--- config.mk ---
export PLATFORM = sky130hd
export DESIGN_NAME = truth_table_sweeper
export DESIGN_NICKNAME = d
export VERILOG_FILES = /design/src/rtl/truth_table_sweeper_pkg.sv /design/src/rtl/truth_table_sweeper_settle_timer.sv /design/src/rtl/truth_table_sweeper.sv
export SDC_FILE = /design/constraint.sdc
export NUM_CORES = 1
export LEC_CHECK = 0
export BUFFER_PORTS_ARGS = -buffer_cell sky130_fd_sc_hd__buf_4
export CORE_MARGIN = 2
export CORE_UTILIZATION = 41
export DETAILED_ROUTE_END_ITERATION = 8
export MAX_ROUTING_LAYER = met4
export SLEW_MARGIN = 20
export SYNTH_ARGS = -nofsm -noshare
export SYNTH_HDL_FRONTEND = slang
export SYNTH_SLANG_ARGS = --single-unit
--- constraint.sdc ---
create_clock -name clk -period 2.8 [get_ports clk]
set_clock_uncertainty 0.15 [all_clocks]
set_input_delay 0.56 -clock clk [delete_from_list [all_inputs] [get_ports clk]]
set_output_delay 0.56 -clock clk [all_outputs]
set_load 0.02 [all_outputs]
--- src/rtl/truth_table_sweeper_pkg.sv ---
// rtl/truth_table_sweeper_pkg.sv - shared FSM state encoding for the truth-table sweeper
package truth_table_sweeper_pkg;

    typedef enum logic [1:0] {
        ST_IDLE   = 2'd0,
        ST_SETTLE = 2'd1,
        ST_CHECK  = 2'd2,
        ST_DONE   = 2'd3
    } state_t;

    function automatic int pow2(input int n);
        return 1 << n;
    endfunction

endpackage

--- src/rtl/truth_table_sweeper_settle_timer.sv ---
// rtl/truth_table_sweeper_settle_timer.sv - settle down-counter; expire marks the last hold cycle
module tts_settle_timer #(
    parameter int SETTLE_CYC = 1
) (
    input  logic clk,
    input  logic rst_n,
    input  logic load,
    input  logic en,
    output logic expire
);

    localparam int CW = (SETTLE_CYC > 1) ? $clog2(SETTLE_CYC) : 1;

    logic [CW-1:0] count;

    always_ff @(posedge clk or negedge rst_n) begin
        if (!rst_n) begin
            count <= '0;
        end else if (load) begin
            count <= CW'(SETTLE_CYC - 1);
        end else if (en && (count != '0)) begin
            count <= count - CW'(1);
        end
    end

    assign expire = (count == '0);

endmodule

--- src/rtl/truth_table_sweeper.sv ---
// rtl/truth_table_sweeper.sv - sweeps all input vectors of a DUT pair and counts lhs/rhs mismatches; STOP_ON_FAIL_EN ends on first mismatch
module truth_table_sweeper
    import truth_table_sweeper_pkg::*;
#(
    parameter int N_IN       = 3,
    parameter int SETTLE_CYC = 1
) (
    input  logic            clk,
    input  logic            rst_n,
    input  logic            start,
    input  logic            lhs,
    input  logic            rhs,
    output logic [N_IN-1:0] vec,
    output logic            busy,
    output logic            done,
    output logic            pass,
    output logic [N_IN:0]   mismatch_cnt,
    output logic [N_IN-1:0] first_fail
);

    localparam int N_VEC = pow2(N_IN);

    state_t state, state_nxt;
    logic   mis;
    logic   last_vec;
    logic   load;
    logic   expire;
    logic   accept;

    assign mis      = lhs ^ rhs;
    assign last_vec = (vec == N_IN'(N_VEC - 1));
    assign accept   = ((state == ST_IDLE) || (state == ST_DONE)) && start;

    tts_settle_timer #(.SETTLE_CYC(SETTLE_CYC)) u_timer (
        .clk    (clk),
        .rst_n  (rst_n),
        .load   (load),
        .en     (state == ST_SETTLE),
        .expire (expire)
    );

    always_ff @(posedge clk or negedge rst_n) begin
        if (!rst_n) state <= ST_IDLE;
        else        state <= state_nxt;
    end

    always_comb begin
        state_nxt = state;
        load      = 1'b0;
        case (state)
            ST_IDLE, ST_DONE: begin
                if (start) begin
                    state_nxt = ST_SETTLE;
                    load      = 1'b1;
                end
            end
            ST_SETTLE: begin
                if (expire) state_nxt = ST_CHECK;
            end
            ST_CHECK: begin
`ifdef STOP_ON_FAIL_EN
                if (last_vec || mis) begin
`else
                if (last_vec) begin
`endif
                    state_nxt = ST_DONE;
                end else begin
                    state_nxt = ST_SETTLE;
                    load      = 1'b1;
                end
            end
            default: state_nxt = ST_IDLE;
        endcase
    end

    // The vector only advances when the sweep continues, so it never wraps past the last one.
    always_ff @(posedge clk or negedge rst_n) begin
        if (!rst_n) begin
            vec          <= '0;
            mismatch_cnt <= '0;
            first_fail   <= '0;
        end else if (accept) begin
            vec          <= '0;
            mismatch_cnt <= '0;
            first_fail   <= '0;
        end else if (state == ST_CHECK) begin
            if (mis) begin
                mismatch_cnt <= mismatch_cnt + 1'b1;
                if (mismatch_cnt == '0) first_fail <= vec;
            end
            if (state_nxt == ST_SETTLE) vec <= vec + 1'b1;
        end
    end

    assign busy = (state == ST_SETTLE) || (state == ST_CHECK);
    assign done = (state == ST_DONE);
    assign pass = done && (mismatch_cnt == '0);

endmodule

==> results of run 1 <==
synth_stat cells (all sizes together):
master  instances  area [um^2]
nand3           3        15.01
dfrtp          13        325.3
xor2            3        33.79
xnor2           1        8.760
and2            2        12.51
inv             5        18.76
a311oi          1        8.760
mux2i           6        60.06
nor4b           1        8.760
a21oi           3        18.77
nand2b          1        6.260
ha              7        87.58
and3            2        12.51
o31ai           1        12.51
nor2b           2        12.51
nand2           9        33.78
nand4           1        21.27
nor2            9        33.78
o21ai           2        10.00
buf             2        10.01
where the power goes:
group / internal, mW / switching [mW]
clock: 0.0551 / 0.0641
combinational: 0.209 / 0.303
sequential: 0.235 / 0.0549
routing by layer:
metal / track usage, % / up-vias / routed length (um)
li1: - / 283 / -
met1: 22.84 / 272 / 699
met2: 24.93 / 8 / 681
met3: 3.462 / 2 / 46
met4: 10.00 / 0 / 18
met5: - / - / 0
state kept, by name, summed over array words and instances, names as in the netlist:
register and count:
mismatch_cnt 4, first_fail 3, vec 3, state 2, u_timer.count 1
kinds of logic (layout without fill, tap and decap cells):
group	Yosys count	in the layout
compound gates	7	7
xor+xnor	4	4
simple gates	30	30
mux	6	6
buf+inv	7	27
fa+ha+maj	7	7
flops	13	13
worst register-to-register path: cells and delay by family (launching register included):
family	cells	cell delay (ns)
compound gates	2	0.49
flops	1	0.47
fa+ha+maj	1	0.39
mux	1	0.21
buf+inv	1	0.07
final cells by class:
| type | count | area [um^2] | share of cell area [%] |
|---|---|---|---|
| repair buffers | 18 | 137.6 | 14.71 |
| flip-flops and latches | 13 | 325.3 | 34.76 |
| well taps | 25 | 31.28 | 3.342 |
| multi-input cells | 54 | 396.6 | 42.38 |
| clock buffers | 4 | 26.28 | 2.807 |
| inverters | 5 | 18.77 | 2.005 |
worst max path at each step:
stage	startpoint	cells past startpoint	endpoint	slack, ns
after detailed placement	state[0]	4	busy	0.98
after CTS	state[0]	4	busy	0.67
after global routing	state[0]	4	busy	0.55
after floorplan	mismatch_cnt[0]	3	pass	1.05
final	state[0]	4	busy	0.66
after global placement	state[0]	4	busy	1.03
what timing repair did:
action | CTS | global route
resized for setup | 0 | 0
endpoints found under the hold margin | 13 | 0
hold buffers | 1 | 0
==> impl_metrics.env, run 1 <==
export IMPL_nNetsFinal=107
export IMPL_holdPathStages=2
export IMPL_rsz0062_at_grt="false"
export IMPL_stdcell_count=119
export IMPL_worstPathMaxFanout=7
export IMPL_critPathCaptureType="output pin"
export IMPL_cts_buffers=3
export IMPL_gr_total_overflow=0
export IMPL_crit_type="flip-flop to output pin"
export IMPL_status="complete, no violations"
export IMPL_final_common_cell="buf_4"
export IMPL_first_global_vias=561
export IMPL_p_per_area_nw_per_um2=983.6
export IMPL_layout_common_cells="buf_4 (17), dfrtp_1 (13), nor2_1 (9), nand2_1 (9), ha_1 (7)"
export IMPL_drtIter0Drc=1
export IMPL_antenna_found_initial=0
export IMPL_synth_top_family_by_area="simple AND/OR/NAND/NOR gates"
export IMPL_critPathArrivalTime_ns=1.43
export IMPL_r2r_end="vec[1]"
export IMPL_worstHoldPathType="flip-flop to flip-flop"
export IMPL_cpPeakStageDelay_ns=0.47
export IMPL_power_mw=0.9205
export IMPL_critical_path_slowest_cell="dfrtp_1"
export IMPL_syn_area_um2=750.7
export IMPL_cts_max_path_buffers=2
export IMPL_final_util_pct=54.20
export IMPL_finalCritPeriodShare_pct=76.48
export IMPL_ios=18
export IMPL_hold_violations=0
export IMPL_rows=15
export IMPL_dpl_hpwl_mm=1.061
export IMPL_drtAntennaViolNets=0
export IMPL_syn_nets=86
export IMPL_gp_congestion=0.8423
export IMPL_hp_start="first_fail[0]"
export IMPL_synth_xor_area_share_pct=5.667
export IMPL_die_h_um=46.79
export IMPL_slew_violations=0
export IMPL_fillCellCount=169
export IMPL_maxCapViolCount=0
export IMPL_cts_tree="yes"
export IMPL_portBuffers=17
export IMPL_insertedDiodeCount=0
export IMPL_yosys_warnings=0
export IMPL_cpLargestDelayFamily="flip-flops"
export IMPL_dpl_worst_slack_ns=0.9823
export IMPL_synth_simple_area_share_pct=20.83
export IMPL_dieArea_um2=2189
export IMPL_syn_inst=74
export IMPL_core_area_um2=1727
export IMPL_r2r_slack_ns=0.94
export IMPL_area_growth_pct=24.67
export IMPL_p_leak_nw=0.4848
export IMPL_vias_per_cell=4.748
export IMPL_grt_first_pass_wirelength_mm=2.518
export IMPL_post_cts_setup_buffers=0
export IMPL_timing_slew_headroom_pct=74.77
export IMPL_place_area_um2=899.6
export IMPL_fin_crit_ns=2.141
export IMPL_drive_gt1_share_pct=26.60
export IMPL_initial_core_util_pct=43.48
export IMPL_clock_fmax_mhz=467.0
export IMPL_clockRootBuffer="clkbuf_4"
export IMPL_cts_sinks=13
export IMPL_synth_cell_types=24
export IMPL_timing_critical_path_buf_inv=3
export IMPL_drcViolationCount=0
export IMPL_finalWorstSetupSlack_ns=0.6586
export IMPL_die_w_um=46.79
export IMPL_dp_cells=114
export IMPL_drt_wl_total_mm=1.446
export IMPL_design_area_um2=935.9
export IMPL_synth_seq_cells=13
export IMPL_synthMuxAreaShare_pct=8.000
export IMPL_routedWlPerCell_um=12.15
export IMPL_reg2reg_from="state[0]"
export IMPL_clkTransAtPathRegs_ns=0.09
export IMPL_min_to="first_fail[0]"
export IMPL_finalSetupViolations=0
export IMPL_start_kind="flip-flop"
export IMPL_grt_util_all_layers_pct=17.44
export IMPL_syn_avg_cell_area_um2=10.14
export IMPL_grt_max_degree=14
export IMPL_fin_tns_setup_ns=0
export IMPL_clk_latency_ns=0.27
export IMPL_synth_compound_area_share_pct=6.667
export IMPL_vdd_ir_drop_max_uv=455.7
export IMPL_num_vias=565
export IMPL_reg2reg_depth=5
export IMPL_cp_cell_sequence="inv_1 -> ha_1 -> inv_2 -> buf_4"
export IMPL_hold_ws_ns=0.3842
export IMPL_synthAdderAreaFrac_pct=11.67
export IMPL_drtPass1Iterations=4
export IMPL_htree_num_levels=1
export IMPL_cp_required_ns=2.09
export IMPL_worst_slew_pin_slew_ns=0.3785
export IMPL_ys_seq_area_share_pct=43.33
No activity file was read; power rests on OpenSTA's default activity.
==> run 2: changes to the inputs <==
--- a/config.mk
+++ b/config.mk
@@ -5,6 +5,7 @@
 export SDC_FILE = /design/constraint.sdc
 export NUM_CORES = 1
 export LEC_CHECK = 0
+export ABC_AREA = 1
 export BUFFER_PORTS_ARGS = -buffer_cell sky130_fd_sc_hd__buf_4
 export CORE_MARGIN = 2
 export CORE_UTILIZATION = 41
==> constraint.sdc (replaced) <==
create_clock -name clk -period 2 [get_ports clk]
set_clock_uncertainty 0.15 [all_clocks]
set_input_delay 0.4 -clock clk [delete_from_list [all_inputs] [get_ports clk]]
set_output_delay 0.4 -clock clk [all_outputs]
set_load 0.02 [all_outputs]
==> impl_metrics.env, run 2 <==
export IMPL_area_growth_pct=24.88
export IMPL_finalSetupViolations=0
export IMPL_intPower_mw=0.8126
export IMPL_grt_util_all_layers_pct=14.93
export IMPL_hold_violations=0
export IMPL_finalCritPeriodShare_pct=95.03
export IMPL_worst_slew_pin_slew_ns=0.3333
export IMPL_worstHoldPathType="primary input to flip-flop"
export IMPL_cts_max_path_buffers=2
export IMPL_cp_cell_sequence="inv_1 -> ha_2 -> inv_2 -> buf_4"
export IMPL_yosys_warnings=0
export IMPL_die_h_um=48.02
export IMPL_nNetsFinal=132
export IMPL_gp_congestion=0.7960
export IMPL_antenna_found_initial=0
export IMPL_core_area_um2=1783
export IMPL_portBuffers=17
export IMPL_worstPathMaxFanout=4
export IMPL_largest_reg_flops=4
export IMPL_timing_slew_headroom_pct=77.54
export IMPL_pwr_share_seq_pct=26.1
export IMPL_clock_fmax_mhz=526.1
export IMPL_largestRegisters="mismatch_cnt: 4 flops, first_fail: 3 flops, vec: 3 flops"
export IMPL_syn_avg_cell_area_um2=8.191
export IMPL_initial_core_util_pct=44.56
export IMPL_syn_nets=109
export IMPL_p_leak_nw=0.5364
export IMPL_vias_per_cell=4.674
export IMPL_synth_area_leaders="dfrtp_1 (41%), ha_1 (11%), inv_1 (8.0%)"
export IMPL_async_reset_ff_share_pct=100.0
export IMPL_post_cts_setup_buffers=0
export IMPL_layout_common_cells="inv_1 (17), nand2_1 (17), buf_4 (17), dfrtp_1 (13), nor2_1 (10)"
export IMPL_switchingPower_mw=0.8288
export IMPL_die_w_um=48.02
export IMPL_status="complete, no violations"
export IMPL_critPathArrivalTime_ns=1.35
export IMPL_yosysTopAreaCell="dfrtp_1"
export IMPL_routedWlPerCell_um=10.56
export IMPL_drive_gt1_share_pct=28.57
export IMPL_drt_wl_total_mm=1.520
export IMPL_vdd_ir_drop_max_uv=858.1
export IMPL_rsz0062_at_grt="false"
export IMPL_combPwrFrac_pct=64.0
export IMPL_first_global_vias=573
export IMPL_synth_edf_count=0
export IMPL_num_vias=673
export IMPL_maxCapViolCount=0
export IMPL_slew_violations=0
export IMPL_synth_common_cells="inv_1 (17), nand2_1 (17), dfrtp_1 (13)"
export IMPL_rows=15
export IMPL_crit_type="flip-flop to output pin"
export IMPL_synth_seq_cells=13
export IMPL_dpl_hpwl_mm=1.212
export IMPL_syn_inst=97
export IMPL_drcViolationCount=0
export IMPL_grt_max_degree=14
export IMPL_clockRootBuffer="clkbuf_4"
export IMPL_ys_seq_area_share_pct=40.94
export IMPL_clkTransAtPathRegs_ns=0.08
export IMPL_critical_path_slowest_cell="dfrtp_1"
export IMPL_drtPass1Iterations=4
export IMPL_synth_top_area_share_pct=40.94
export IMPL_start_kind="flip-flop"
export IMPL_synth_cell_types=19
export IMPL_cpPeakStageDelay_ns=0.42
export IMPL_switching_share_pct=50.49
export IMPL_drtAntennaViolNets=0
export IMPL_p_per_area_nw_per_um2=1654
export IMPL_cts_buffers=3
export IMPL_fin_tns_setup_ns=0
export IMPL_clk_latency_ns=0.27
export IMPL_syn_area_um2=794.5
export IMPL_cts_tree="yes"
export IMPL_htree_num_levels=1
export IMPL_fin_crit_ns=1.901
export IMPL_regMostFlops="mismatch_cnt"
export IMPL_cp_required_ns=1.45
export IMPL_grt_first_pass_wirelength_mm=2.352
export IMPL_ios=18
export IMPL_critPathCaptureType="output pin"
export IMPL_power_mw=1.641
export IMPL_dieArea_um2=2306
export IMPL_synthFlopType="dfrtp_1"
export IMPL_gr_total_overflow=0
export IMPL_cts_sinks=13
export IMPL_p_clk_share_pct=9.9
export IMPL_insertedDiodeCount=0
export IMPL_drtIter0Drc=10
-- run 2: power groups by stage --
stage	clock network (mW)	registers, mW	logic [mW]
4_1_cts	0.171	0.429	1.05
3_3_place_gp	0	0.430	1.04
2_1_floorplan	0	0.499	0.689
3_5_place_dp	0	0.435	1.05
5_1_grt	0.181	0.441	1.18
6_report	0.163	0.428	1.05
-- run 2: worst max-delay path: cells and delay by family, from the launching register on --
kind / cells / cell delay [ns]
adders and majority gates: 1 / 0.37
buffers and inverters: 3 / 0.28
DFF: 1 / 0.42
-- run 2: layout make-up --
class	instances	area, um^2
fillers	182	790.8
multi-input cells	64	394.1
flip-flops and latches	13	325.3
repair buffers	18	137.6
inverters	20	77.57
well taps	25	31.28
clock buffers	4	26.28
-- run 2: per-stage QoR --
stage,setup WS (ns),hold WS [ns],utilization (%),cells,area [um^2]
5_1_grt,0.007762,0.3365,55.65,144,992.2
2_1_floorplan,0.3721,-0.04559,-,97,794.5
4_1_cts,0.06077,0.2960,55.51,144,989.7
3_3_place_gp,0.3657,0.1042,53.47,139,953.4
6_report,0.09939,0.3073,55.65,144,992.2
3_5_place_dp,0.3024,0.1054,53.47,139,953.4
-- run 2: final timing paths --
kind / start / to / slack (ns) / cells after the start
worst max-delay path: state[0] / busy / 0.1 / 4
worst min-delay path: start / mismatch_cnt[3] / 0.31 / 4
worst max register to register: state[0] / vec[1] / 0.35 / 8
worst min register to register: vec[1] / vec[1] / 0.38 / 2
max in group asynchronous: rst_n / first_fail[1] / 1.19 / 2
min in group asynchronous: rst_n / mismatch_cnt[1] / 0.35 / 2
-- run 2: repair_timing --
action | in CTS | in global routing
endpoints found under the hold margin | 13 | 0
hold buffers | 1 | 0
gates resized for setup | 0 | 1
setup endpoints to repair | 0 | 1
-- run 2: kinds of logic (layout without fill, tap and decap cells) --
kind of cell	Yosys count	count (layout)	synth area share, %
buffers and inverters	20	42	9.764
adder cells (fa/ha/maj)	7	7	11.02
flip-flops	13	13	40.94
AO/OA/AOI/OAI	10	10	6.614
AND/OR/NAND/NOR	47	47	31.65
-- run 2: routing by layer --
metal  wire length [um]  GRT usage, %  vias up
met2                736         23.73       13
met4                  7         4.865        0
met1                728         19.35      306
met5                  0             -        -
li1                   -             -      352
met3                 48         2.264        2
